$ cat config.mk
export PLATFORM = sky130hd
export DESIGN_NAME = ros2_eth_tx_mux_adapter
export DESIGN_NICKNAME = d
export VERILOG_FILES = /design/src/rtl/ros2_eth_pkg.sv /design/src/rtl/ros2_rr_arbiter.sv /design/src/rtl/ros2_eth_tx_mux_adapter.sv
export SDC_FILE = /design/constraint.sdc
export NUM_CORES = 1
export LEC_CHECK = 0
export CORE_UTILIZATION = 35
export DETAILED_ROUTE_END_ITERATION = 8
export SYNTH_ARGS = -nofsm -noshare
export SYNTH_HDL_FRONTEND = slang
export SYNTH_SLANG_ARGS = --single-unit
$ cat constraint.sdc
create_clock -name i_clk -period 7.38 [get_ports i_clk]
set_clock_uncertainty 0.05 [all_clocks]
set_input_delay 1.107 -clock i_clk [delete_from_list [all_inputs] [get_ports i_clk]]
set_output_delay 1.107 -clock i_clk [all_outputs]
set_load 0.01 [all_outputs]
$ cat src/rtl/ros2_eth_pkg.sv
// ============================================================================
// Module      : ros2_eth_pkg
// Description : Shared definitions for the multi-channel IPv4 TX adapter:
//               header size and field offsets, FSM state encoding and the
//               parsed-header record.
// Revision    : 1.0 - initial release
// ============================================================================
`default_nettype none

package ros2_eth_pkg;

    localparam int IP_HDR_SIZE            = 20;
    localparam int IP_HDR_OFFSET_TOS      = 1;
    localparam int IP_HDR_OFFSET_LEN_HI   = 2;
    localparam int IP_HDR_OFFSET_LEN_LO   = 3;
    localparam int IP_HDR_OFFSET_TTL      = 8;
    localparam int IP_HDR_OFFSET_PROTO    = 9;
    localparam int IP_HDR_OFFSET_CSUM     = 10;
    localparam int IP_HDR_OFFSET_SRC      = 12;
    localparam int IP_HDR_OFFSET_DST      = 16;

    localparam logic [2:0] ST_IDLE       = 3'd0;
    localparam logic [2:0] ST_READ_HDR   = 3'd1;
    localparam logic [2:0] ST_TX_HDR     = 3'd2;
    localparam logic [2:0] ST_TX_PAYLOAD = 3'd3;
    localparam logic [2:0] ST_DROP       = 3'd4;

    typedef struct packed {
        logic [5:0]  dscp;
        logic [1:0]  ecn;
        logic [15:0] length;
        logic [7:0]  ttl;
        logic [7:0]  protocol;
        logic [31:0] source_ip;
        logic [31:0] dest_ip;
    } ip_hdr_t;

endpackage

`default_nettype wire

$ cat src/rtl/ros2_rr_arbiter.sv
// ============================================================================
// Module      : ros2_rr_arbiter
// Description : Round-robin arbiter. Picks the first requesting channel after
//               the stored pointer (cyclic) and moves the pointer onto the
//               winner when the grant is taken.
// Ports       : i_clk, i_rst (async, active-high), i_req (request vector),
//               i_advance (grant consumed), o_grant (one-hot), o_grant_idx,
//               o_grant_valid (any request present)
// Revision    : 1.0 - initial release
// ============================================================================
`default_nettype none

module ros2_rr_arbiter #(
    parameter int N_CH = 2,
    parameter int CH_W = (N_CH > 1) ? $clog2(N_CH) : 1
) (
    input  logic            i_clk,
    input  logic            i_rst,
    input  logic [N_CH-1:0] i_req,
    input  logic            i_advance,
    output logic [N_CH-1:0] o_grant,
    output logic [CH_W-1:0] o_grant_idx,
    output logic            o_grant_valid
);

    logic [CH_W-1:0] r_ptr;
    logic [CH_W-1:0] w_idx;

    // Scan from the furthest candidate to the nearest so the channel closest
    // after the pointer is the one left standing.
    always_comb begin
        o_grant       = '0;
        o_grant_idx   = '0;
        o_grant_valid = 1'b0;
        w_idx         = '0;
        for (int k = N_CH; k >= 1; k--) begin
            w_idx = CH_W'((int'(r_ptr) + k) % N_CH);
            if (i_req[w_idx]) begin
                o_grant        = '0;
                o_grant[w_idx] = 1'b1;
                o_grant_idx    = w_idx;
                o_grant_valid  = 1'b1;
            end
        end
    end

    // Pointer starts on the last channel so channel 0 wins first after reset.
    always_ff @(posedge i_clk or posedge i_rst) begin
        if (i_rst) begin
            r_ptr <= CH_W'(N_CH - 1);
        end else if (i_advance) begin
            r_ptr <= o_grant_idx;
        end
    end

endmodule

`default_nettype wire

$ cat src/rtl/ros2_eth_tx_mux_adapter.sv
// ============================================================================
// Module      : ros2_eth_tx_mux_adapter
// Description : Multi-channel IPv4 TX adapter. Round-robin selects one byte
//               FIFO per packet, parses its 20-byte IPv4 header into the IP TX
//               header handshake and streams the payload over AXI-Stream.
//               Packets with total length < 20 or > MAX_LEN are dropped with
//               an o_err_len pulse.
// Option      : ROS2_TX_CSUM_CHECK_EN - verify the header checksum and drop
//               packets whose checksum does not fold to 16'hFFFF.
// Ports       : i_clk/i_rst (async, active-high), i_enable, per-channel FIFO
//               read side (i_din_*, o_din_rd_en), header handshake
//               (o_tx_hdr_valid/i_tx_hdr_ready + fields), payload AXI-Stream,
//               status (o_cur_ch, o_busy, o_err_len)
// Revision    : 1.0 - initial release
// ============================================================================
`default_nettype none

module ros2_eth_tx_mux_adapter
    import ros2_eth_pkg::*;
#(
    parameter int N_CH    = 2,
    parameter int MAX_LEN = 1500,
    parameter int CH_W    = (N_CH > 1) ? $clog2(N_CH) : 1
) (
    input  logic              i_clk,
    input  logic              i_rst,
    input  logic              i_enable,
    input  logic [8*N_CH-1:0] i_din_data,
    input  logic [N_CH-1:0]   i_din_empty_n,
    output logic [N_CH-1:0]   o_din_rd_en,
    output logic              o_tx_hdr_valid,
    input  logic              i_tx_hdr_ready,
    output logic [5:0]        o_tx_ip_dscp,
    output logic [1:0]        o_tx_ip_ecn,
    output logic [15:0]       o_tx_ip_length,
    output logic [7:0]        o_tx_ip_ttl,
    output logic [7:0]        o_tx_ip_protocol,
    output logic [31:0]       o_tx_ip_source_ip,
    output logic [31:0]       o_tx_ip_dest_ip,
    output logic              o_tx_payload_tvalid,
    input  logic              i_tx_payload_tready,
    output logic [7:0]        o_tx_payload_tdata,
    output logic              o_tx_payload_tlast,
    output logic              o_tx_payload_tkeep,
    output logic              o_tx_payload_tstrb,
    output logic [CH_W-1:0]   o_cur_ch,
    output logic              o_busy,
    output logic              o_err_len
);

    localparam logic [15:0] c_hdr_len = 16'(IP_HDR_SIZE);
    localparam logic [15:0] c_max_len = 16'(MAX_LEN);

    logic [2:0]      r_state;
    logic [CH_W-1:0] r_cur_ch;
    logic [N_CH-1:0] r_grant_oh;
    ip_hdr_t         r_hdr;
    logic [4:0]      r_byte_cnt;
    logic [15:0]     r_len;
    logic [15:0]     r_cnt;
    logic [15:0]     r_rem;
    logic            r_err_len;

    logic [N_CH-1:0] w_grant;
    logic [CH_W-1:0] w_grant_idx;
    logic            w_grant_valid;
    logic            w_start;
    logic [7:0]      w_sel_data;
    logic            w_sel_empty_n;
    logic            w_rd_gate;
    logic            w_pop;
    logic            w_tlast;
    logic            w_csum_bad;

    assign w_start = (r_state == ST_IDLE) && i_enable && w_grant_valid;

    ros2_rr_arbiter #(
        .N_CH (N_CH),
        .CH_W (CH_W)
    ) u_arb (
        .i_clk         (i_clk),
        .i_rst         (i_rst),
        .i_req         (i_din_empty_n),
        .i_advance     (w_start),
        .o_grant       (w_grant),
        .o_grant_idx   (w_grant_idx),
        .o_grant_valid (w_grant_valid)
    );

    // Mux the granted channel using the registered one-hot grant.
    always_comb begin
        w_sel_data    = 8'h00;
        w_sel_empty_n = 1'b0;
        for (int c = 0; c < N_CH; c++) begin
            if (r_grant_oh[c]) begin
                w_sel_data    = i_din_data[8*c +: 8];
                w_sel_empty_n = i_din_empty_n[c];
            end
        end
    end

    always_comb begin
        w_rd_gate = 1'b0;
        case (r_state)
            ST_READ_HDR, ST_DROP: w_rd_gate = 1'b1;
            ST_TX_PAYLOAD:        w_rd_gate = i_tx_payload_tready;
            default:              w_rd_gate = 1'b0;
        endcase
    end

    assign w_pop       = w_sel_empty_n & w_rd_gate;
    assign o_din_rd_en = r_grant_oh & i_din_empty_n & {N_CH{w_rd_gate}};
    assign w_tlast     = (r_state == ST_TX_PAYLOAD) && ((r_cnt + 16'd1) == r_len);

`ifdef ROS2_TX_CSUM_CHECK_EN
    // Ones-complement accumulation: the 17th bit carries into the next add,
    // and the final result is folded twice so 0x1FFFF-style sums settle.
    logic [16:0] r_csum;
    logic [7:0]  r_csum_hi;
    logic [16:0] w_csum_add;
    logic [16:0] w_fold;

    always_comb begin
        w_csum_add = {1'b0, r_csum[15:0]} + {16'd0, r_csum[16]} + {1'b0, r_csum_hi, w_sel_data};
        w_fold     = {1'b0, w_csum_add[15:0]} + {16'd0, w_csum_add[16]};
        w_csum_bad = (w_fold[15:0] + {15'd0, w_fold[16]}) != 16'hFFFF;
    end

    always_ff @(posedge i_clk or posedge i_rst) begin
        if (i_rst) begin
            r_csum    <= '0;
            r_csum_hi <= '0;
        end else if (r_state == ST_IDLE) begin
            r_csum    <= '0;
        end else if ((r_state == ST_READ_HDR) && w_pop) begin
            if (!r_byte_cnt[0]) begin
                r_csum_hi <= w_sel_data;
            end else begin
                r_csum    <= w_csum_add;
            end
        end
    end
`else
    assign w_csum_bad = 1'b0;
`endif

    always_ff @(posedge i_clk or posedge i_rst) begin
        if (i_rst) begin
            r_state    <= ST_IDLE;
            r_cur_ch   <= '0;
            r_grant_oh <= '0;
            r_hdr      <= '0;
            r_byte_cnt <= '0;
            r_len      <= '0;
            r_cnt      <= '0;
            r_rem      <= '0;
            r_err_len  <= 1'b0;
        end else begin
            r_err_len <= 1'b0;
            case (r_state)
                ST_IDLE: begin
                    if (w_start) begin
                        r_cur_ch   <= w_grant_idx;
                        r_grant_oh <= w_grant;
                        r_byte_cnt <= '0;
                        r_state    <= ST_READ_HDR;
                    end
                end
                ST_READ_HDR: begin
                    if (w_pop) begin
                        r_byte_cnt <= r_byte_cnt + 5'd1;
                        case (r_byte_cnt)
                            5'(IP_HDR_OFFSET_TOS):    {r_hdr.dscp, r_hdr.ecn} <= w_sel_data;
                            5'(IP_HDR_OFFSET_LEN_HI): r_hdr.length[15:8] <= w_sel_data;
                            5'(IP_HDR_OFFSET_LEN_LO): r_hdr.length[7:0]  <= w_sel_data;
                            5'(IP_HDR_OFFSET_TTL):    r_hdr.ttl          <= w_sel_data;
                            5'(IP_HDR_OFFSET_PROTO):  r_hdr.protocol     <= w_sel_data;
                            default: ;
                        endcase
                        // Addresses arrive big-endian, so shift in from the LSB.
                        if ((r_byte_cnt >= 5'(IP_HDR_OFFSET_SRC)) && (r_byte_cnt < 5'(IP_HDR_OFFSET_SRC + 4)))
                            r_hdr.source_ip <= {r_hdr.source_ip[23:0], w_sel_data};
                        if (r_byte_cnt >= 5'(IP_HDR_OFFSET_DST))
                            r_hdr.dest_ip <= {r_hdr.dest_ip[23:0], w_sel_data};
                        // Length bytes were captured long before the last byte.
                        if (r_byte_cnt == 5'(IP_HDR_SIZE - 1)) begin
                            if (r_hdr.length < c_hdr_len) begin
                                r_err_len <= 1'b1;
                                r_state   <= ST_IDLE;
                            end else if ((r_hdr.length > c_max_len) || w_csum_bad) begin
                                r_err_len <= 1'b1;
                                if (r_hdr.length == c_hdr_len) begin
                                    r_state <= ST_IDLE;
                                end else begin
                                    r_rem   <= r_hdr.length - c_hdr_len;
                                    r_state <= ST_DROP;
                                end
                            end else begin
                                r_state <= ST_TX_HDR;
                            end
                        end
                    end
                end
                ST_TX_HDR: begin
                    if (i_tx_hdr_ready) begin
                        if (r_hdr.length == c_hdr_len) begin
                            r_state <= ST_IDLE;
                        end else begin
                            r_len   <= r_hdr.length - c_hdr_len;
                            r_cnt   <= '0;
                            r_state <= ST_TX_PAYLOAD;
                        end
                    end
                end
                ST_TX_PAYLOAD: begin
                    if (w_pop) begin
                        r_cnt <= r_cnt + 16'd1;
                        if (w_tlast) r_state <= ST_IDLE;
                    end
                end
                ST_DROP: begin
                    if (w_pop) begin
                        r_rem <= r_rem - 16'd1;
                        if (r_rem == 16'd1) r_state <= ST_IDLE;
                    end
                end
                default: r_state <= ST_IDLE;
            endcase
        end
    end

    assign o_tx_hdr_valid      = (r_state == ST_TX_HDR);
    assign o_tx_ip_dscp        = r_hdr.dscp;
    assign o_tx_ip_ecn         = r_hdr.ecn;
    assign o_tx_ip_length      = r_hdr.length;
    assign o_tx_ip_ttl         = r_hdr.ttl;
    assign o_tx_ip_protocol    = r_hdr.protocol;
    assign o_tx_ip_source_ip   = r_hdr.source_ip;
    assign o_tx_ip_dest_ip     = r_hdr.dest_ip;
    assign o_tx_payload_tvalid = (r_state == ST_TX_PAYLOAD) && w_sel_empty_n;
    assign o_tx_payload_tdata  = (r_state == ST_TX_PAYLOAD) ? w_sel_data : 8'h00;
    assign o_tx_payload_tlast  = w_tlast;
    assign o_tx_payload_tkeep  = 1'b1;
    assign o_tx_payload_tstrb  = 1'b1;
    assign o_cur_ch            = r_cur_ch;
    assign o_busy              = (r_state != ST_IDLE);
    assign o_err_len           = r_err_len;

endmodule

`default_nettype wire
==> run metrics <==
drt wl/cell approximately 17 µm; Ports about 150; Pwr Total 0.001921 W; Hold Slack 0.4421 ns; Die Span Y around 150 µm; Mapped Cells around 760; CTS Sinks 164; # setup viols final 0; final WL 20.33 mm; Ant. Diodes 0; pin count of the biggest net entering global routing between 90 and 100; CP top delay family simple AND/OR/NAND/NOR gates; Seq cells post-synth 164; Num CTS Buffers 17; Hold Crit Class reg2reg; post-synth top area cell dfrtp_1; Routability Congestion around 0.84; TNS Setup 0 ns; warnings from Yosys 0; Critical Path RT 6.22 ns; CP Capture Type output port; PwrDens between 150 and 200 nW/µm²; relative slew slack 32.56%; crit-path max FO 7; outcome finished clean; core area 21290 µm²; crit-path cells ha_1 > nand3_1 > nor4_1 > xnor2_1 > xnor2_1 > a2111oi_0 > and4_1 > and2_1 > clkdlybuf4s50_1; Cells after DPL between 1000 and 1500; EDFF count, synth 0; synth unique cells 54; Reg clk slew, reported paths 0.07 ns; fillers 2025; CTS Hold Bufs 0; largest cells by area after synthesis dfrtp_1 53%, mux2_2 7.0%, o21ai_0 6.3%; total of max-cap violations 0; Die Span X 150.3 µm; CTS resizes 0; async set-reset flop share out of synthesis 100.0%; share of cells above drive strength 1 between 10% and 20%; Slew @ Worst Pin 1.012 ns; root buffer cell clkbuf_16; Startpoint Class flip-flop; commonest non-fill, non-tap cell in the layout dfrtp_1; Vias/cell around 5; number of global-route vias before repair ~5900; Worst Path Class, Setup reg2out; Worst-Skew Late Latency 0.43 ns; nets slightly above 900; Worst Path Arrival roughly 3.4 ns; Port Buffers roughly 140; Vias a little over 6000; post-CTS setup buffers 0; GRT Resource Usage Total a little under a fifth; Final ANT Viol Nets 0; top_reg_cell synth dfrtp_1; Leak roughly 4.3 nW; DRC viols 0; Buf+Inv Stages, Crit Path 1; post-synth top area share 53.00%; first-pass GRT wire length 32.62 mm; most frequent cells in the layout 163 x dfrtp_1, 142 x clkdlybuf4s50_1, 109 x nand2_1, 97 x o21ai_0, 63 x nor2_1; Fin. Hold Viols 0; area of the mapped netlist 7696 µm²; drt pass-1 iters 5; die area 22590 µm²; dpl hpwl around 14 mm; CTS tree yes; initial antenna violation count 0; unrepaired setup endpoints after global routing false; peak supply drop 119.3 µV; syn avg cell area 10.07 µm²; gr ovfl total 0; area grow syn2layout 29.36%; Final Cycle Share roughly three fifths; max-slew violations 0; post-route minimum period 4.531 ns; fin area 9956 µm²; Initial Utilization 36.15%; non-filler cells, final 1182; row count between 50 and 60; Slowest-stage cell, CP clkdlybuf4s50_1; Slowest Stage Delay on Critical Path between 0.5 and 0.6 ns; dpl cell area between 9000 and 10000 µm²; register area share after synthesis between 50 and 60%; r2r setup slk 4.29 ns; most used cell, CP xnor2_1; initial drt markers 419; FMAX 220.7 MHz; # H-tree levels 4; maximum root-to-sink buffer count 2
## state kept, by name, indices dropped and copies added (netlist names), 2 cells and up
signal             count
o_tx_ip_dest_ip       32
o_tx_ip_dscp           6
o_tx_ip_ecn            2
o_tx_ip_length        16
o_tx_ip_protocol       8
o_tx_ip_source_ip     32
o_tx_ip_ttl            8
r_byte_cnt             5
r_cnt                 16
r_len                 16
r_rem                 16
r_state                3
## synthesized netlist by cell type (all sizes together), types with 8 or more instances
library cell,n
clkbuf,26
nor2b,10
nand4,12
nor3,20
nor4,8
dfrtp,163
nand2,109
nor2,63
xnor2,22
nand3,11
a22oi,8
buf,12
a22o,13
a21oi,33
inv,11
mux2,50
ha,10
o21ai,108
xor2,16
## routing by layer
metal  vias up  wire (µm)  global-route usage [%]
li1       2942          -                       -
met1      2934       9564                   25.73
met2       147       9326                   28.94
met3        14       1248                   5.879
met4         0        190                   5.354
met5         -          0                       0
## worst paths after layout
kind | start | depth (start not counted) | to
min in group asynchronous | i_rst | 2 | r_cnt[11]$_DFFE_PP0P_
max in group asynchronous | i_rst | 3 | o_tx_ip_length[13]$_DFFE_PP0P_
max reg2reg | o_tx_ip_length[7]$_DFFE_PP0P_ | 6 | r_len[0]$_DFFE_PP0P_
min reg2reg | o_tx_ip_ttl[5]$_DFFE_PP0P_ | 2 | o_tx_ip_ttl[5]$_DFFE_PP0P_
min | o_tx_ip_ttl[5]$_DFFE_PP0P_ | 2 | o_tx_ip_ttl[5]$_DFFE_PP0P_
max | r_cnt[0]$_DFFE_PP0P_ | 9 | o_tx_payload_tlast
## logic make-up after synthesis
kind of cell    synth area share, %
compound gates                14.36
xor+xnor                      4.324
fa+ha+maj                     1.626
buf+inv                       2.699
flops                         53.34
mux                           7.576
other cells                 0.04873
simple gates                  16.03
## power breakdown
part | internal, W | leakage [nW] | switching (W)
clock | 0.000481 | 0.282 | 0.000417
sequential | 0.000907 | 2.26 | 0.0000155
combinational | 0.0000420 | 1.79 | 0.0000593
total | 0.00143 | 4.34 | 0.000491
## layout make-up
type	instances	area, µm²	area share [%]
Clock inverter	14	158.9	1.596
Timing Repair Buffer	149	1474	14.80
Sequential cell	164	4105	41.23
Tap cell	275	344.1	3.456
Inverter	11	46.29	0.4650
Clock buffer	17	425.4	4.273
Multi-Input combinational cell	552	3402	34.17
## metrics by stage
step | util (%) | setup WS (ns)
2_1_floorplan | - | 1.791
3_3_place_gp | 44.03 | 3.375
3_5_place_dp | 44.03 | 3.316
4_1_cts | 46.77 | 2.844
5_1_grt | 46.77 | 2.553
6_report | 46.77 | 2.849
## tightest hold or removal path, cell delays in order, from the launching register on
cell and delay, ns:
dfrtp_1 0.35, nand2_1 0.05, o21ai_0 0.06
No activity file was read; power rests on OpenSTA's default activity.
